[src/rtl/uart_pkg.sv]
// ---------------------------------------------------------------------------
// uart_pkg
// Shared definitions for the UART receive path (and the transmitter that
// reuses the oversample divider).
//   uart_rx_state_t : receiver FSM state encoding
//   OVERSAMPLE      : samples taken per bit period
//   MID_SAMPLE      : sample index treated as the centre of the start bit
//   uart_div()      : rounded clock divider for a 16x oversample tick
// Optional build macro: UART_RX_PARITY_EN adds the PARITY state (8E1 frames).
// ---------------------------------------------------------------------------
package uart_pkg;

  localparam int OVERSAMPLE = 16;
  localparam int MID_SAMPLE = 7;

  // The PARITY encoding only exists when even parity is compiled in, so the
  // 8N1 build carries no unreachable state.
  typedef enum logic [2:0] {
    WAIT_IDLE = 3'd0,
    IDLE      = 3'd1,
    START     = 3'd2,
    DATA      = 3'd3,
`ifdef UART_RX_PARITY_EN
    PARITY    = 3'd4,
`endif
    STOP      = 3'd5
  } uart_rx_state_t;

  // Rounded division: adding half the divisor before the integer divide
  // gives round-to-nearest. Clamped to 1 so a silly baud never yields 0.
  function automatic int uart_div(input int clk_hz, input int baud);
    int div;
    div = (clk_hz + (baud * OVERSAMPLE) / 2) / (baud * OVERSAMPLE);
    return (div < 1) ? 1 : div;
  endfunction

endpackage

[src/rtl/uart_rx_if.sv]
// ---------------------------------------------------------------------------
// uart_rx_if
// Byte hand-off between the UART receiver and its consumer.
//   rx_data    : received byte, stable while rx_valid is high
//   rx_valid   : holding register occupied
//   rx_ready   : consumer accepts the byte when rx_valid & rx_ready
//   frame_err  : one-cycle pulse, stop bit sampled low
//   parity_err : one-cycle pulse, even-parity mismatch
//   overrun    : one-cycle pulse, byte dropped because the register was full
// Modports: master = receiver side, slave = consumer side.
// ---------------------------------------------------------------------------
interface uart_rx_if;

  logic [7:0] rx_data;
  logic       rx_valid;
  logic       rx_ready;
  logic       frame_err;
  logic       parity_err;
  logic       overrun;

  modport master (
    output rx_data,
    output rx_valid,
    output frame_err,
    output parity_err,
    output overrun,
    input  rx_ready
  );

  modport slave (
    input  rx_data,
    input  rx_valid,
    input  frame_err,
    input  parity_err,
    input  overrun,
    output rx_ready
  );

endinterface

[src/rtl/uart_baud_tick.sv]
// ---------------------------------------------------------------------------
// uart_baud_tick
// Free-running divider that produces a one-clock tick every DIV clocks.
// Used at 16x the bit rate by the receiver; the transmitter can share it and
// keep its own bit counter.
//   clk    : system clock (rising edge)
//   rst_n  : asynchronous active-low reset, divider restarts at 0
//   tick_o : one-cycle pulse every DIV clocks
// ---------------------------------------------------------------------------
module uart_baud_tick #(
  parameter int DIV = 27
) (
  input  logic clk,
  input  logic rst_n,
  output logic tick_o
);

  localparam int CW = (DIV > 1) ? $clog2(DIV) : 1;
  localparam logic [CW-1:0] LAST = CW'(DIV - 1);

  logic [CW-1:0] count_q;
  logic [CW-1:0] count_d;

  // Wrap back to zero on the last count so the period is exactly DIV clocks.
  always_comb begin
    count_d = (count_q == LAST) ? '0 : count_q + 1'b1;
  end

  // Divider register; it never stops so the tick phase is fixed by reset.
  always_ff @(posedge clk or negedge rst_n) begin
    if (!rst_n) begin
      count_q <= '0;
    end else begin
      count_q <= count_d;
    end
  end

  assign tick_o = (count_q == LAST);

endmodule

[src/rtl/uart_rx.sv]
// ---------------------------------------------------------------------------
// uart_rx
// 16x oversampling UART receiver for the UART_RXD pin. Deframes 8N1
// characters (8E1 when UART_RX_PARITY_EN is defined) and presents each byte
// through a one-entry valid/ready holding register.
//   CLOCK_50 : system clock, all logic on its rising edge
//   RESET_N  : asynchronous active-low reset
//   UART_RXD : raw serial line, asynchronous, idles high
//   rx       : uart_rx_if.master -- rx_data/rx_valid/rx_ready hand-off plus
//              frame_err, parity_err and overrun one-cycle pulses
// Optional build macro: UART_RX_PARITY_EN (even parity bit after the data;
// without it parity_err is tied low).
// ---------------------------------------------------------------------------
module uart_rx
  import uart_pkg::*;
#(
  parameter int CLK_HZ = 50_000_000,
  parameter int BAUD   = 115200
) (
  input  logic CLOCK_50,
  input  logic RESET_N,
  input  logic UART_RXD,
  uart_rx_if.master rx
);

  localparam int DIV = uart_div(CLK_HZ, BAUD);

  logic           sync1_q;
  logic           sync2_q;
  logic           tick;
  uart_rx_state_t state_q;
  logic [3:0]     sampleCnt_q;
  logic [3:0]     sampleCnt_d;
  logic [2:0]     bitCnt_q;
  logic [7:0]     shift_q;
  logic [7:0]     data_q;
  logic           valid_q;
  logic           frameErr_q;
  logic           overrun_q;
`ifdef UART_RX_PARITY_EN
  logic           parErr_q;
  logic           parityErr_q;
`endif

  // Two-flop synchronizer. Both stages reset high so a reset never looks
  // like a start edge.
  always_ff @(posedge CLOCK_50 or negedge RESET_N) begin
    if (!RESET_N) begin
      sync1_q <= 1'b1;
      sync2_q <= 1'b1;
    end else begin
      sync1_q <= UART_RXD;
      sync2_q <= sync1_q;
    end
  end

  uart_baud_tick #(
    .DIV (DIV)
  ) u_tick (
    .clk    (CLOCK_50),
    .rst_n  (RESET_N),
    .tick_o (tick)
  );

  // The sample counter is 4 bits, so the incremented value wrapping to zero
  // marks "16 samples since the last mid-bit point" (and, in WAIT_IDLE,
  // "16 consecutive high samples").
  always_comb begin
    sampleCnt_d = sampleCnt_q + 4'd1;
  end

  // Receiver FSM with registered outputs. Error pulses default low every
  // clock so they last exactly one cycle. Consumer acceptance clears
  // rx_valid first; a delivery in the same clock then overrides it, which is
  // how accept-and-reload keeps rx_valid high with no gap. Bits are shifted
  // in at bit 7 so the first (LSB) bit ends up in bit 0 after eight shifts.
  // A low stop bit goes to WAIT_IDLE so the rest of a corrupt frame (or a
  // break) cannot be mistaken for a new start bit.
  always_ff @(posedge CLOCK_50 or negedge RESET_N) begin
    if (!RESET_N) begin
      state_q     <= WAIT_IDLE;
      sampleCnt_q <= 4'd0;
      bitCnt_q    <= 3'd0;
      shift_q     <= 8'h00;
      data_q      <= 8'h00;
      valid_q     <= 1'b0;
      frameErr_q  <= 1'b0;
      overrun_q   <= 1'b0;
`ifdef UART_RX_PARITY_EN
      parErr_q    <= 1'b0;
      parityErr_q <= 1'b0;
`endif
    end else begin
      frameErr_q <= 1'b0;
      overrun_q  <= 1'b0;
`ifdef UART_RX_PARITY_EN
      parityErr_q <= 1'b0;
`endif
      if (valid_q && rx.rx_ready) begin
        valid_q <= 1'b0;
      end
      if (tick) begin
        case (state_q)
          WAIT_IDLE: begin
            if (!sync2_q) begin
              sampleCnt_q <= 4'd0;
            end else if (sampleCnt_d == 4'd0) begin
              sampleCnt_q <= 4'd0;
              state_q     <= IDLE;
            end else begin
              sampleCnt_q <= sampleCnt_d;
            end
          end
          IDLE: begin
            if (!sync2_q) begin
              sampleCnt_q <= 4'd0;
              state_q     <= START;
            end
          end
          START: begin
            if (sampleCnt_d == 4'(MID_SAMPLE)) begin
              sampleCnt_q <= 4'd0;
              if (sync2_q) begin
                state_q <= IDLE;
              end else begin
                bitCnt_q <= 3'd0;
                state_q  <= DATA;
              end
            end else begin
              sampleCnt_q <= sampleCnt_d;
            end
          end
          DATA: begin
            sampleCnt_q <= sampleCnt_d;
            if (sampleCnt_d == 4'd0) begin
              shift_q  <= {sync2_q, shift_q[7:1]};
              bitCnt_q <= bitCnt_q + 3'd1;
              if (bitCnt_q == 3'd7) begin
`ifdef UART_RX_PARITY_EN
                state_q <= PARITY;
`else
                state_q <= STOP;
`endif
              end
            end
          end
`ifdef UART_RX_PARITY_EN
          PARITY: begin
            sampleCnt_q <= sampleCnt_d;
            if (sampleCnt_d == 4'd0) begin
              parErr_q <= (sync2_q != (^shift_q));
              state_q  <= STOP;
            end
          end
`endif
          STOP: begin
            sampleCnt_q <= sampleCnt_d;
            if (sampleCnt_d == 4'd0) begin
              if (!sync2_q) begin
                frameErr_q  <= 1'b1;
                sampleCnt_q <= 4'd0;
                state_q     <= WAIT_IDLE;
`ifdef UART_RX_PARITY_EN
              end else if (parErr_q) begin
                parityErr_q <= 1'b1;
                state_q     <= IDLE;
`endif
              end else begin
                state_q <= IDLE;
                if (!valid_q || rx.rx_ready) begin
                  data_q  <= shift_q;
                  valid_q <= 1'b1;
                end else begin
                  overrun_q <= 1'b1;
                end
              end
            end
          end
          default: begin
            sampleCnt_q <= 4'd0;
            state_q     <= WAIT_IDLE;
          end
        endcase
      end
    end
  end

  assign rx.rx_data   = data_q;
  assign rx.rx_valid  = valid_q;
  assign rx.frame_err = frameErr_q;
  assign rx.overrun   = overrun_q;
`ifdef UART_RX_PARITY_EN
  assign rx.parity_err = parityErr_q;
`else
  assign rx.parity_err = 1'b0;
`endif

endmodule

[src/flat_wrapper.sv]
// flat-port wrapper written by rule: the top's interface ports become plain ports
module uart_rx_flat import uart_pkg::*;
#(
  parameter int CLK_HZ = 50_000_000,
  parameter int BAUD   = 115200
)
  (CLOCK_50, RESET_N, UART_RXD, rx_rx_data, rx_rx_valid, rx_frame_err, rx_parity_err, rx_overrun, rx_rx_ready);
  uart_rx_if rx_i ();
  input  logic CLOCK_50;
  input  logic RESET_N;
  input  logic UART_RXD;
  output wire logic [$bits(rx_i.rx_data)-1:0] rx_rx_data;
  output wire logic [$bits(rx_i.rx_valid)-1:0] rx_rx_valid;
  output wire logic [$bits(rx_i.frame_err)-1:0] rx_frame_err;
  output wire logic [$bits(rx_i.parity_err)-1:0] rx_parity_err;
  output wire logic [$bits(rx_i.overrun)-1:0] rx_overrun;
  input wire logic [$bits(rx_i.rx_ready)-1:0] rx_rx_ready;
  assign rx_rx_data = rx_i.rx_data;
  assign rx_rx_valid = rx_i.rx_valid;
  assign rx_frame_err = rx_i.frame_err;
  assign rx_parity_err = rx_i.parity_err;
  assign rx_overrun = rx_i.overrun;
  assign rx_i.rx_ready = rx_rx_ready;
  uart_rx #(.CLK_HZ(CLK_HZ), .BAUD(BAUD)) u_core (.CLOCK_50(CLOCK_50), .RESET_N(RESET_N), .UART_RXD(UART_RXD), .rx(rx_i));
endmodule
[config.mk]
export PLATFORM = sky130hd
export DESIGN_NAME = uart_rx_flat
export DESIGN_NICKNAME = d
export VERILOG_FILES = /design/src/rtl/uart_pkg.sv /design/src/rtl/uart_rx_if.sv /design/src/rtl/uart_baud_tick.sv /design/src/rtl/uart_rx.sv /design/src/flat_wrapper.sv
export SDC_FILE = /design/constraint.sdc
export NUM_CORES = 1
export LEC_CHECK = 0
export BUFFER_PORTS_ARGS = -buffer_cell sky130_fd_sc_hd__buf_2
export CAP_MARGIN = 0
export CORE_ASPECT_RATIO = 1.1
export CORE_MARGIN = 2
export CORE_UTILIZATION = 30
export CTS_CLUSTER_DIAMETER = 30
export DETAILED_ROUTE_END_ITERATION = 12
export GPL_ROUTABILITY_DRIVEN = 0
export SYNTH_ARGS = -nofsm -noshare
export SYNTH_HDL_FRONTEND = slang
export SYNTH_HIERARCHICAL = 1
export SYNTH_SLANG_ARGS = --single-unit
[constraint.sdc]
create_clock -name CLOCK_50 -period 2.9 [get_ports CLOCK_50]
set_input_delay 0.435 -clock CLOCK_50 [delete_from_list [all_inputs] [get_ports CLOCK_50]]
set_output_delay 0.435 -clock CLOCK_50 [all_outputs]
set_load 0.01 [all_outputs]
---- Word level (Yosys, flattened, before mapping) ----
Index checks and enable logic that the tools add are counted.
word-level totals
  flip-flop bits (word level) ............. 36
  latch bits .............................. 0
  memory bits (writable) .................. 0
  bits in read-only memories .............. 0
  bits of input ports ..................... 4
  output and inout port bits .............. 12
  word-level logic and storage cells ...... 77
  memories kept ........................... 0
cells by class
  add/sub/neg operators ................... 3
  $mul .................................... 0
  div/mod/pow operators ................... 0
  magnitude comparators ................... 0
  equality and inequality tests ........... 15
  shift-type cells ........................ 0
  muxes and demuxes ....................... 37
  bitwise gates (word level) .............. 0
  reductions and logical operators ........ 11
operator list
  cell                                                                      count
  3-bit 2-to-1 mux                                                          10
  4-bit 2-to-1 mux                                                          6
  4-bit one-hot mux with 5 select lines                                     1
  1-bit 2-to-1 mux                                                          16
  3-bit one-hot mux with 5 select lines                                     1
  2-bit by 1-bit inequality test with 1-bit output (second input constant)  6
  5-bit AND reduction                                                       2
  8-bit AND reduction                                                       1
  3-bit by 2-bit == test with 1-bit output (second input constant)          2
  3-bit == test (second input constant)                                     2
  3-bit one-hot mux with 2 select lines                                     1
  5-bit by 1-bit adder with 5-bit output (second input constant)            1
  5-bit == test (second input constant)                                     1
  5-bit 2-to-1 mux                                                          1
  4-bit by 1-bit adder with 4-bit output (second input constant)            1
  4-bit by 3-bit == test with 1-bit output (second input constant)          1
  4-bit zero test                                                           1
  2-bit inequality test (second input constant)                             2
  3-bit by 1-bit adder with 3-bit output (second input constant)            1
  3-bit by 1-bit == test with 1-bit output (second input constant)          1
  3-bit zero test                                                           1
  3-bit AND reduction                                                       1
  2-bit 2-to-1 mux                                                          1
  2-bit AND reduction                                                       1
  4 further kinds                                                           4

---- Longest topological paths before layout ----
  word-level depth ........................ 7
  mapped depth ............................ 7
  depth with buffers taken out ............ 7

---- Modules after synthesis ----
Netlist, hierarchy kept.
by module, submodules not included
  module          times used  cells an instance  area an instance (sq um)  seq. area each (sq um)
  uart_rx         1           161                1705.4                    778.2
  uart_baud_tick  1           24                 266.5                     125.1

---- Least setup slack after synthesis ----
No wires, ideal clock.
  path type ............................... register to register
  start ................................... register u_core.u_tick.count_q[0]
  end ..................................... register u_core.sampleCnt_q[1]
  setup time .............................. 87 ps
  arrival ................................. 2002 ps
  required time ........................... 2813 ps
  slack ................................... 812 ps
  stages on the path, launching flop included .. 8
  buffers on the path ..................... 0
  clock period less this slack ............ 2088 ps
  cell sequence ........................... dfrtp_1 > inv_1 > ha_1 > and4b_1 > inv_1 > a2111oi_2 > or3b_2 > o211ai_1
on the way
  cells in the longest elaborated chain, start to end .. 2
RTL lines
  item                                  RTL line              RTL
  from (decl)                           uart_baud_tick.sv:21  logic [CW-1:0] count_q;
  from (signal assigned)                uart_baud_tick.sv:34  count_q <= count_d;
  5-bit == test                         uart_baud_tick.sv:38  assign tick_o = (count_q == LAST);
  named net u_core.tick                 uart_rx.sv:30         logic tick;
  2-bit AND reduction (no source line)  --
  to (signal assigned)                  uart_rx.sv:111        sampleCnt_q <= sampleCnt_d;
  to (signal assigned)                  uart_rx.sv:130        sampleCnt_q <= sampleCnt_d;
  to (signal assigned)                  uart_rx.sv:134        sampleCnt_q <= sampleCnt_d;
  to (decl)                             uart_rx.sv:32         logic [3:0] sampleCnt_q;
The timed path passes the listed nets, and every way through them passes these cells.
A chain may end at the register's enable or synchronous reset.

---- Final worst setup path ----
  start ................................... register u_core.sampleCnt_q[0]
  end ..................................... register u_core.data_q[6], in the netlist u_core/rx.rx_data[6]
on the way
  cells in the longest elaborated chain, start to end .. 3
RTL lines
  item                                    RTL line        RTL
  4-bit by 1-bit adder with 4-bit output  uart_rx.sv:69   sampleCnt_d = sampleCnt_q + 4'd1;
  4-bit zero test                         uart_rx.sv:158  if (sampleCnt_d == 4'd0) begin
  5-bit AND reduction (no source line)    --
  to (signal assigned)                    uart_rx.sv:171  data_q <= shift_q;
  to (decl)                               uart_rx.sv:36   logic [7:0] data_q;
Every way passes these cells.

==> results by group <==
Critical path
  – Worst setup EP type: flop
  – CP arrival: 2.58 ns
  – Crit Path Class: flop to flop
  – CP Max Fanout: 9
  – CP Data Required Time: about 3 ns
  – Startpoint Class: flop

Pwr
  – Worst VDD drop: between 0.3 and 0.4 mV
  – Total leakage power: between 0.9 and 1 nW
  – Pwr dens: 406 nW/um2

Floorplanning
  – Initial Util: approximately a third
  – Die Ht: 89.0 um
  – Number of core rows: 30
  – Core Area: 6270 um2
  – IO Count: 16
  – DIE AREA: ~7200 um2
  – Die width: 81.3 um

Logic synthesis
  – EDFF count, synth: 0
  – Flops & latches, synth: 36
  – Share of the synthesized area in the top cell type: a little over two fifths
  – Syn Nets: between 150 and 200
  – Top cells by area, synth: dfrtp_1, mux2_2, ha_1, nand2_1, dfstp_2
  – Most numerous cell in the Yosys netlist: dfrtp_1
  – Yosys top cell by area: dfrtp_1
  – Cells after synthesis: 185
  – Syn_area_per_cell: approximately 11 um2
  – Post-synth top cells: dfrtp_1, nand2_1, mux2_2, o21ai_0, nor2_1
  – Post-synthesis sequential area ratio: around 46%
  – Top FF cell, synth: dfrtp_1
  – Synth Warn #: 6
  – Post-synth cell types: 53
  – Async S/R FF share, synth: 100%
  – Syn Std Cell Area: about 2000 um2

Clock tree
  – Clk root buf: clkbuf_8
  – Number of buffers created by CTS: 5
  – CTS sink count: 36
  – CTS HTree Levels: 2
  – Clock tree buffer depth: 2
  – Hold buffers post-CTS: 0
  – Clock Pin Slew Worst Setup and Hold Paths: 0.07 ns
  – Post-CTS setup buffers: 0
  – CTS tree: built
  – Post-cts resize count: 0
  – Skew-Pair Late Insertion Delay: between 0.2 and 0.3 ns

Layout
  – Final net count: roughly 210
  – Filler Cell Count: between 600 and 700
  – Diode count: 0
  – Layout cells sized above 1: a little over a quarter
  – Footprint of the multi-input gates: around 1000 um2
  – Synth-to-layout area growth: 11.9%
  – Final core utilization: between 30% and 40%
  – Area of all sequential standard cells: around 900 um2

STA
  – Tmin final: 2.41 ns
  – Final Cycle Share: 83.0%
  – Worst Max-Slew Pin Slew: ~0.79 ns
  – RSZ-0062 raised after global routing: no
  – Slew margin rel.: a little under half
  – Setup tns final: 0 ns
  – Clk_skew: between 0.005 and 0.006 ns
  – Max Slew Vio Count: 0
  – Endpoints failing setup: 0
  – Final number of hold-violating endpoints: 0
  – Max frequency: approximately 0.42 GHz

Global route
  – Busiest grt layer: met2
  – First-pass GRT wire length: about 6.2 mm
  – Initial antenna violation count: 0
  – Vias in the first global route: between 1000 and 1500
  – M3 GR Usage: 3.33%
  – Largest net degree at the start of global routing: 37
  – GR Util All Layers: between 10% and 20%
  – M2 GR Usage: between 10% and 20%
  – GR Util met1: roughly 15%
  – Overflow after GRT: 0

Min path
  – Hold Crit Class: primary input to asynchronous set/reset pin

Route
  – DR vias: between 1000 and 1500
  – Drt via density: 4.96
  – Routed len/inst: approximately 13 um
  – Antenna Nets Post-Route: 0
  – Initial drt markers: 76
  – DR DRC count: 0
  – Post-Route WL: between 3 and 4 mm
  – Number of iterations in the first detailed-routing pass: 4

Job
  – Maxcap violations: 0

Placement
  – Port bufs: 14
  – DPL Wire Length: about 2.6 mm

Outcome
  – Status: finished, final reports clean
-- per-layer routing --
layer	vias up	share of wire, %
met3	0	2.6
met4	0	0
met5	-	0
met2	18	49
li1	704	-
met1	661	48
-- cell families after synthesis --
family          count (synthesis)  share of synthesized area, %
simple gates                   68                          22.0
compound gates                 42                          15.4
flops                          36                          45.8
mux                            16                          9.14
buf+inv                        15                          3.24
fa+ha+maj                       6                          3.81
other cells                     1                         0.190
xor+xnor                        1                         0.444
-- placed cells by master (no fill, tap or decap), types with 3 or more instances in the layout --
| cell | count |
|---|---|
| dfrtp_1 | 34 |
| nand2_1 | 17 |
| mux2_2 | 16 |
| buf_2 | 14 |
| o21ai_0 | 10 |
| nor2_1 | 8 |
| clkbuf_8 | 6 |
| nand2b_1 | 6 |
| a21oi_1 | 6 |
| ha_1 | 6 |
| inv_1 | 5 |
| nand3_1 | 5 |
| nor4_1 | 4 |
| a31oi_1 | 4 |
| and3_2 | 3 |
| nand4_1 | 3 |
| a2bb2oi_1 | 3 |
| and3b_1 | 3 |
-- worst max-delay path: stages (launching register included) --
cell and delay, ns:
dfrtp_1 0.53, ha_1 0.39, and2_2 0.27, nand3_4 0.11, nor4_4 0.58, mux2_2 0.40
-- flip-flops by register name, summed over array words and instances, names as in the netlist --
name	count
u_core/rx.overrun	1
u_core/sampleCnt_q	4
u_core/rx.rx_valid	1
u_core/sync1_q	1
u_core/u_tick/count_q	5
u_core/rx.rx_data	8
u_core/shift_q	8
u_core/rx.frame_err	1
u_core/state_q	3
u_core/sync2_q	1
u_core/bitCnt_q	3
-- layout make-up --
class | count | share of cell area (%)
well taps | 80 | 4.54
repair buffers | 16 | 3.86
inverters | 5 | 0.851
multi-input cells | 134 | 45.5
clock inverters | 1 | 0.340
flip-flops and latches | 36 | 41.0
clock buffers | 7 | 3.91
-- worst paths after layout --
kind / start / to / slack [ns] / cells past startpoint
setup / recovery: u_core/sampleCnt_q[0] / u_core/rx.rx_data[6] / 0.49 / 5
hold / removal: RESET_N / u_core/sampleCnt_q[2] / 0.23 / 1
setup reg to reg: u_core/sampleCnt_q[0] / u_core/rx.rx_data[6] / 0.49 / 5
hold reg to reg: u_core/sync1_q / u_core/sync2_q / 0.36 / 0
max in group asynchronous: RESET_N / u_core/bitCnt_q[2] / 2.16 / 1
min in group CLOCK_50: UART_RXD / u_core/sync1_q / 0.25 / 1
-- power by group --
part | switching, W | total, W | internal (W)
combinational | 0.0000123 | 0.0000162 | 0.00000385
clock | 0.000178 | 0.000371 | 0.000193
sequential | 0.00000281 | 0.000507 | 0.000504
-- stage by stage --
| stage | hold WS, ns | cell area (um2) | worst slack (ns) | power, W | instances |
|---|---|---|---|---|---|
| final | 0.232 | 2210 | 0.492 | 0.000895 | 279 |
| after global routing | 0.231 | 2210 | 0.339 | 0.000945 | 279 |
| after CTS | 0.235 | 2210 | 0.472 | 0.000919 | 279 |
| after detailed placement | 0.350 | 2110 | 0.488 | 0.000534 | 271 |
| after global placement | 0.345 | 2110 | 0.525 | 0.000534 | 271 |
| after floorplan | 0.139 | 1970 | 0.812 | 0.000522 | 185 |
Note: power is estimated with default switching activity, not from simulation.
